File: src/rtl/jk_seq_pkg.sv
// jk_seq_pkg: shared state encoding and JK excitation codes for jk_seq_driver_311
// Excitation codes are packed as {J, K}.
package jk_seq_pkg;
    typedef enum logic [1:0] {IDLE, DRIVE, CHECK, ERR} state_e;
    localparam logic [1:0] HOLD = 2'b00;
    localparam logic [1:0] SET  = 2'b10;
    localparam logic [1:0] RST  = 2'b01;
    localparam logic [1:0] TGL  = 2'b11;
endpackage

File: src/rtl/jk_seq_driver_311_excite.sv
// jk_excite_311: per-bit JK excitation from current Q to target T
// Ports: q (current bank bit), t (target bit), j/k (excitation).
// Macro JK_SEQ_DRIVER_TOGGLE_EN: drive changing bits with J=K=1 instead of set/reset.
module jk_excite_311
    import jk_seq_pkg::*;
(
    input  logic q,
    input  logic t,
    output logic j,
    output logic k
);
    logic [1:0] code;
`ifdef JK_SEQ_DRIVER_TOGGLE_EN
    assign code = (q != t) ? TGL : HOLD;
`else
    assign code = (q == t) ? HOLD : (t ? SET : RST);
`endif
    assign {j, k} = code;
endmodule

File: src/rtl/jk_seq_driver_311.sv
// jk_seq_driver_311: drives an external JK flip-flop bank to a target value with checked retries
// Ports: clk_311 clock; reset sync active-high; start/target request; q_in bank feedback;
//        j_out/k_out registered excitation; busy (DRIVE/CHECK); done one-cycle pulse; err sticky.
// Macro JK_SEQ_DRIVER_TOGGLE_EN selects toggle excitation inside jk_excite_311.
module jk_seq_driver_311
    import jk_seq_pkg::*;
#(
    parameter int WIDTH     = 4,
    parameter int MAX_RETRY = 3
) (
    input  logic             clk_311,
    input  logic             reset,
    input  logic             start,
    input  logic [WIDTH-1:0] target,
    input  logic [WIDTH-1:0] q_in,
    output logic [WIDTH-1:0] j_out,
    output logic [WIDTH-1:0] k_out,
    output logic             busy,
    output logic             done,
    output logic             err
);
    localparam int RW = (MAX_RETRY > 0) ? $clog2(MAX_RETRY + 1) : 1;

    state_e           state_q, state_d;
    logic [WIDTH-1:0] tgt_q, tgt_d;
    logic [RW-1:0]    retry_q, retry_d;
    logic [WIDTH-1:0] j_q, j_d, k_q, k_d;
    logic             done_q, done_d, err_q, err_d;
    logic [WIDTH-1:0] ex_t, ex_j, ex_k;
    logic             drive;

    for (genvar b = 0; b < WIDTH; b++) begin : g_bit
        jk_excite_311 u_exc (.q(q_in[b]), .t(ex_t[b]), .j(ex_j[b]), .k(ex_k[b]));
    end

    always_comb begin
        state_d = state_q;
        tgt_d   = tgt_q;
        retry_d = retry_q;
        done_d  = 1'b0;
        err_d   = err_q;
        drive   = 1'b0;
        // On acceptance tgt_q is not yet loaded, so excite against the incoming target
        ex_t    = tgt_q;
        case (state_q)
            IDLE, ERR: if (start) begin
                tgt_d   = target;
                retry_d = '0;
                err_d   = 1'b0;
                drive   = 1'b1;
                ex_t    = target;
                state_d = DRIVE;
            end
            DRIVE: state_d = CHECK;
            CHECK: if (q_in == tgt_q) begin
                done_d  = 1'b1;
                state_d = IDLE;
            end else if (retry_q < RW'(MAX_RETRY)) begin
                retry_d = retry_q + 1'b1;
                drive   = 1'b1;
                state_d = DRIVE;
            end else begin
                err_d   = 1'b1;
                state_d = ERR;
            end
            default: state_d = IDLE;
        endcase
        j_d = drive ? ex_j : '0;
        k_d = drive ? ex_k : '0;
    end

    always_ff @(posedge clk_311) begin
        if (reset) begin
            state_q <= IDLE;
            tgt_q   <= '0;
            retry_q <= '0;
            j_q     <= '0;
            k_q     <= '0;
            done_q  <= 1'b0;
            err_q   <= 1'b0;
        end else begin
            state_q <= state_d;
            tgt_q   <= tgt_d;
            retry_q <= retry_d;
            j_q     <= j_d;
            k_q     <= k_d;
            done_q  <= done_d;
            err_q   <= err_d;
        end
    end

    assign j_out = j_q;
    assign k_out = k_q;
    assign busy  = (state_q == DRIVE) || (state_q == CHECK);
    assign done  = done_q;
    assign err   = err_q;
endmodule

File: config.mk
export PLATFORM = sky130hd
export DESIGN_NAME = jk_seq_driver_311
export DESIGN_NICKNAME = d
export VERILOG_FILES = /design/src/rtl/jk_seq_pkg.sv /design/src/rtl/jk_seq_driver_311_excite.sv /design/src/rtl/jk_seq_driver_311.sv
export SDC_FILE = /design/constraint.sdc
export NUM_CORES = 1
export LEC_CHECK = 0
export ABC_CLOCK_PERIOD_IN_PS = 2930
export CORE_UTILIZATION = 48
export CTS_CLUSTER_DIAMETER = 50
export DETAILED_ROUTE_END_ITERATION = 12
export PLACE_DENSITY = 0.83
export SLEW_MARGIN = 20
export SYNTH_ARGS = -nofsm -noshare
export SYNTH_HDL_FRONTEND = slang
export SYNTH_SLANG_ARGS = --single-unit
File: constraint.sdc
create_clock -name clk_311 -period 2.93 [get_ports clk_311]
set_input_delay 0.586 -clock clk_311 [delete_from_list [all_inputs] [get_ports clk_311]]
set_output_delay 0.586 -clock clk_311 [all_outputs]
set_load 0.05 [all_outputs]
==> flow_summary.json, run 1 <==
{
  "syn_nets": 92,
  "drt_wl_total_um": 1640,
  "yosys.area_share.simple": 0.2090,
  "post-cts-setup-buffer-count": 0,
  "critPathSlowestCell": "clkdlybuf4s50_1",
  "max_slew_margin": 0.6577,
  "hold_path_class": "flop to flop",
  "place_hpwl_um": 1193,
  "cts.sinks": 18,
  "synth_top_family_by_area": "simple AND/OR/NAND/NOR gates",
  "dr.pass1.iters": 5,
  "hold_viol": 0,
  "yosys.area.top_type": "dfxtp_1",
  "synth_edf_count": 0,
  "critPathArrivalTime_ps": 1980,
  "endpoint_kind": "output pin",
  "worst_r2r_path_depth": 5,
  "rows": 13,
  "yosysWarnings": 0,
  "fin_hold_ws_ps": 499.3,
  "syn_to_final_growth_pct": 34.00,
  "fin_setup_tns_ps": 0,
  "cts_hold_buf": 0,
  "path_cells": "inv_1, ha_1, inv_1, clkdlybuf4s50_1",
  "synth_seq_cells": 18,
  "power.density_nw_per_um2": 827.1,
  "cap_violations": 0,
  "p_leak_nw": 0.3887,
  "ios": 22,
  "synthMuxAreaShare": 0.05307,
  "synthDistinctLibCells": 28,
  "layout_min_cycle_time_ps": 2565,
  "hold_path_depth": 2,
  "drtIter0Drc": 14,
  "synthAdderAreaFrac": 0.06633,
  "dpl_cell_area_sq_um": 974.7,
  "clkTransAtPathRegs_ps": 100,
  "clockBufferDepth": 2,
  "fin_nets": 116,
  "grtUsageTotal": 0.2055,
  "cts_resized": 0,
  "cpMostUsedCell": "inv_1",
  "grt_pass1_vias": 630,
  "initial_utilization": 0.5457,
  "cts_inserted_buffers": 3,
  "cp-start-kind": "flop",
  "slew_violations": 0,
  "gr-total-overflow": 0,
  "fp.dieH_um": 41.65,
  "crit_fanout": 7,
  "gp_congestion": 0.7771,
  "rsz0062_at_grt": "no",
  "synth_area_sq_um": 754.5,
  "layout_commonest_cell": "clkdlybuf4s50_1",
  "tightest_slew_ps": 511.8,
  "drc": 0,
  "synth_top_area_share": 0.4776,
  "post_route_cells_drive_above_1_share": 0.06000,
  "async_flop_share": 0,
  "min_period_over_period": 0.8753,
  "fp.dieArea_sq_um": 1734,
  "syn_avg_cell_area_sq_um": 9.798,
  "antenna_found_initial": 0,
  "synthFlopType": "dfxtp_1",
  "vdd_ir_drop_max_mv": 0.5611,
  "htreeDepth": 1,
  "ys_top_cells_by_area": "dfxtp_1 (48%), ha_1 (6.6%), mux2i_1 (5.3%)",
  "status": "finished, final reports clean",
  "vias_per_cell": 5.678,
  "grt_max_degree": 13,
  "final_cell_area_sq_um": 1011,
  "clk_latency_ps": 300,
  "cts_tree": "done",
  "ys_seq_area_frac": 0.4776,
  "crit_type": "flop to output pin",
  "ant_nets": 0,
  "synthXorXnorAreaFrac": 0.04643,
  "grt_first_pass_wirelength_um": 2697,
  "synthCells": 77,
  "vias": 653,
  "finalClockSkew_ps": 7.661,
  "antenna_cells": 0,
  "wire_per_inst_um": 14.26,
  "setup_viol": 0,
  "fmax_mhz": 389.9,
  "cpPeakStageDelay_ps": 790,
  "die_w_um": 41.65,
  "clk_root_buffer_cell": "clkbuf_4",
  "synth_compound_area_frac": 0.1161,
  "worstPathRequired_ps": 2340,
  "io_buffers": 21,
  "coreArea_sq_um": 1383,
  "final_cell_mix": "clkdlybuf4s50_1 (21), dfxtp_1 (18), nor2_1 (7), nor3_1 (5)"
}
[power breakdown]
| group | total, mW | internal (mW) | switching (mW) | leakage [nW] |
|---|---|---|---|---|
| sequential | 0.307 | 0.285 | 0.0218 | 0.147 |
| clock | 0.154 | 0.0759 | 0.0783 | 0.0210 |
| combinational | 0.375 | 0.139 | 0.236 | 0.221 |
[metrics by stage]
stage,std cells,total power [mW],util,setup WS (ps)
after floorplan,77,0.5808,-,1288
after global placement,111,0.6726,0.7050,744.9
after detailed placement,111,0.6825,0.7050,713.2
after CTS,115,0.8367,0.7312,357.0
after global routing,115,0.8853,0.7312,277.7
final,115,0.8362,0.7312,365.5
[synthesized netlist by cell type, drive strengths merged, types with 2 or more instances]
cell type   n
a41oi       2
a31oi       2
nand4       2
ha          4
o21ai       2
xnor2       4
nor3        5
mux2i       4
dfxtp      18
nand2b      2
and3        4
nor2        7
nand3b      2
inv         4
nand2       4
[cell families (layout without fill, tap and decap cells)]
kind of cell	Yosys count	after routing
adders and majority gates	4	4
xor gates and xnor gates	4	4
muxes	4	4
buffers and inverters	6	29
DFF	18	18
AOI/OAI and AO/OA	11	11
and+or+nand+nor	30	30
[worst paths after layout]
| check | start | end | slack, ps |
|---|---|---|---|
| setup / recovery | state_q[0]$_SDFFE_PP0P_ | busy | 370 |
| hold / removal | retry_q[1]$_SDFFE_PP0P_ | retry_q[1]$_SDFFE_PP0P_ | 500 |
| hold reg to reg | retry_q[1]$_SDFFE_PP0P_ | retry_q[1]$_SDFFE_PP0P_ | 500 |
| setup reg to reg | state_q[0]$_SDFFE_PP0P_ | k_out[1]$_SDFF_PP0_ | 1110 |
[routing by layer]
| metal | up-vias | part of all wire | GRT usage |
|---|---|---|---|
| met1 | 307 | 0.42 | 0.2219 |
| met5 | - | 0 | 0 |
| met4 | 0 | 0.012 | 0.05806 |
| li1 | 318 | - | - |
| met2 | 24 | 0.51 | 0.3656 |
| met3 | 4 | 0.059 | 0.08261 |
[worst max-delay path, delay by kind of cell (launching register included)]
kind	cells	cell delay, ps
DFF	1	370
adders and majority gates	1	370
buffers and inverters	3	940
[flip-flops by register name, summed over array words and instances (netlist names)]
name and cells:
done 1, err 1, j_out 4, k_out 4
retry_q 2, state_q 2, tgt_q 4
[area by class of cell]
class                      instances  area, sq um
sequential                        18        360.3
clock buffer                       4        36.28
timing repair buffer              21        210.2
inverter                           4        15.01
tap                               15        18.77
multi-input combinational         53        370.4
fill                              97        371.6
Note: power is estimated with default switching activity, not from simulation.
==> inputs of run 2 (changes only) <==
- ABC_CLOCK_PERIOD_IN_PS: 2930 -> 2200
- CORE_UTILIZATION: 48 -> 40
- GPL_TIMING_DRIVEN: default -> 0
- PLACE_DENSITY: 0.83 -> 0.74
- clock period: 2.93 -> 2.2 ns (I/O delays scaled with it)
==> flow_summary.json, run 2 (synthesis results as in run 1) <==
{
  "p_leak_nw": 0.3950,
  "cts_tree": "done",
  "worstPathRequired_ps": 1760,
  "fin_setup_tns_ps": 0,
  "vias_per_cell": 5.047,
  "drt_wl_total_um": 1540,
  "cap_violations": 0,
  "post_route_cells_drive_above_1_share": 0.07843,
  "die_w_um": 45.43,
  "io_buffers": 21,
  "min_period_over_period": 0.8607,
  "grtUsageTotal": 0.1651,
  "p_seq_frac": 0.374,
  "p_int_uw": 656.7,
  "critPathTopFamily": "buffers and inverters",
  "clockBufferDepth": 2,
  "power.density_nw_per_um2": 1068,
  "max_slew_margin": 0.6707,
  "ios": 22,
  "cpMostUsedCell": "inv_1",
  "finalPower_mw": 1.097,
  "crit_type": "flop to output pin",
  "cpPeakStageDelay_ps": 390,
  "status": "finished, final reports clean",
  "fin_nets": 118,
  "clock_power_share": 0.180,
  "tightest_slew_ps": 492.4,
  "drc": 0,
  "rsz0062_at_grt": "no",
  "path_cells": "inv_1, ha_1, inv_1, clkbuf_2",
  "ant_nets": 0,
  "p_comb_frac": 0.446,
  "cts.sinks": 18,
  "grt_max_degree": 11,
  "wire_per_inst_um": 12.13,
  "p_switching_uw": 440.8,
  "vias": 641,
  "finalClockSkew_ps": 2.568,
  "layout_min_cycle_time_ps": 1894,
  "final_cell_mix": "clkdlybuf4s50_1 (20), dfxtp_1 (18), nor2_1 (7), nor3_1 (5)",
  "coreArea_sq_um": 1745,
  "cts_inserted_buffers": 3,
  "drtIter0Drc": 10,
  "layout_commonest_cell": "clkdlybuf4s50_1",
  "cp-start-kind": "flop",
  "hold_viol": 0,
  "setup_viol": 0,
  "fmax_mhz": 528.1,
  "path_buf_inv": 3,
  "clk_latency_ps": 290,
  "slew_violations": 0,
  "syn_to_final_growth_pct": 36.15,
  "initial_utilization": 0.4323,
  "antenna_cells": 0,
  "critPathSlowestCell": "dfxtp_1",
  "grt_first_pass_wirelength_um": 2394,
  "rows": 15,
  "endpoint_kind": "output pin",
  "place_hpwl_um": 1122,
  "dr.pass1.iters": 4,
  "htreeDepth": 1,
  "hold_path_class": "flop to flop",
  "vdd_ir_drop_max_mv": 0.8260,
  "clkTransAtPathRegs_ps": 100,
  "critPathArrivalTime_ps": 1450,
  "antenna_found_initial": 0,
  "fp.dieArea_sq_um": 2064,
  "crit_fanout": 7,
  "clk_root_buffer_cell": "clkbuf_4",
  "grt_pass1_vias": 567,
  "sw_frac_of_total": 0.4016,
  "gp_congestion": 0.7822,
  "fp.dieH_um": 45.43,
  "gr-total-overflow": 0
}
## run 2: changes by cell type in the layout (fill, tap and decap cells not counted)
cell	change
clkbuf_1	+1
clkbuf_2	+1
clkdlybuf4s50_1	-1
buf_2	+1
## run 2: stage by stage
stage	instances	utilization	area (sq um)	hold slack (ps)	worst slack, ps
3_3_place_gp	123	0.5706	996.0	486.1	130.9
3_5_place_dp	123	0.5706	996.0	494.9	123.5
6_report	127	0.5885	1027	502.8	306.5
2_1_floorplan	77	-	754.5	463.0	682.8
4_1_cts	127	0.5907	1031	509.0	54.53
5_1_grt	127	0.5885	1027	523.0	200.2
## run 2: final cells by class
cell class	instances	area [sq um]
well taps	25	31.28
multi-input cells	53	370.4
repair buffers	21	205.2
flip-flops and latches	18	360.3
inverters	4	15.01
plain buffers	2	8.758
clock buffers	4	36.28
fillers	180	718.2
## run 2: worst paths after layout
path | start | end | slack [ps] | cells after the start
worst max register to register | state_q[0]$_SDFFE_PP0P_ | k_out[2]$_SDFF_PP0_ | 450 | 6
worst max-delay path | state_q[0]$_SDFFE_PP0P_ | busy | 310 | 4
worst min-delay path | retry_q[1]$_SDFFE_PP0P_ | retry_q[1]$_SDFFE_PP0P_ | 500 | 2
worst min register to register | retry_q[1]$_SDFFE_PP0P_ | retry_q[1]$_SDFFE_PP0P_ | 500 | 2
## run 2: routing by layer
metal  global-route usage  share of wire  vias up
li1                     -              -      323
met1               0.2035           0.46      295
met2               0.2657           0.47       21
met3              0.03571          0.056        2
met4              0.09091          0.011        0
met5                    0              0        -
## run 2: tightest hold or removal path, stage by stage (launching register included)
cell	delay [ps]
dfxtp_1	330
nand2_1	60
a31oi_1	60
## run 2: timing repair
| item | 4_1_cts | 5_1_grt |
|---|---|---|
| buffers inserted | 0 | 0 |
| hold endpoints to repair | 0 | 0 |
| resized for setup | 1 | 2 |
| hold buffers | 0 | 0 |
| endpoints found under the setup margin | 1 | 1 |
## run 2: power groups by stage
stage	registers, mW	clock network (mW)	logic (mW)
final	0.410	0.198	0.489
after CTS	0.410	0.203	0.495
after global placement	0.413	0	0.491
after floorplan	0.483	0	0.290
after detailed placement	0.417	0	0.497
after global routing	0.417	0.219	0.530
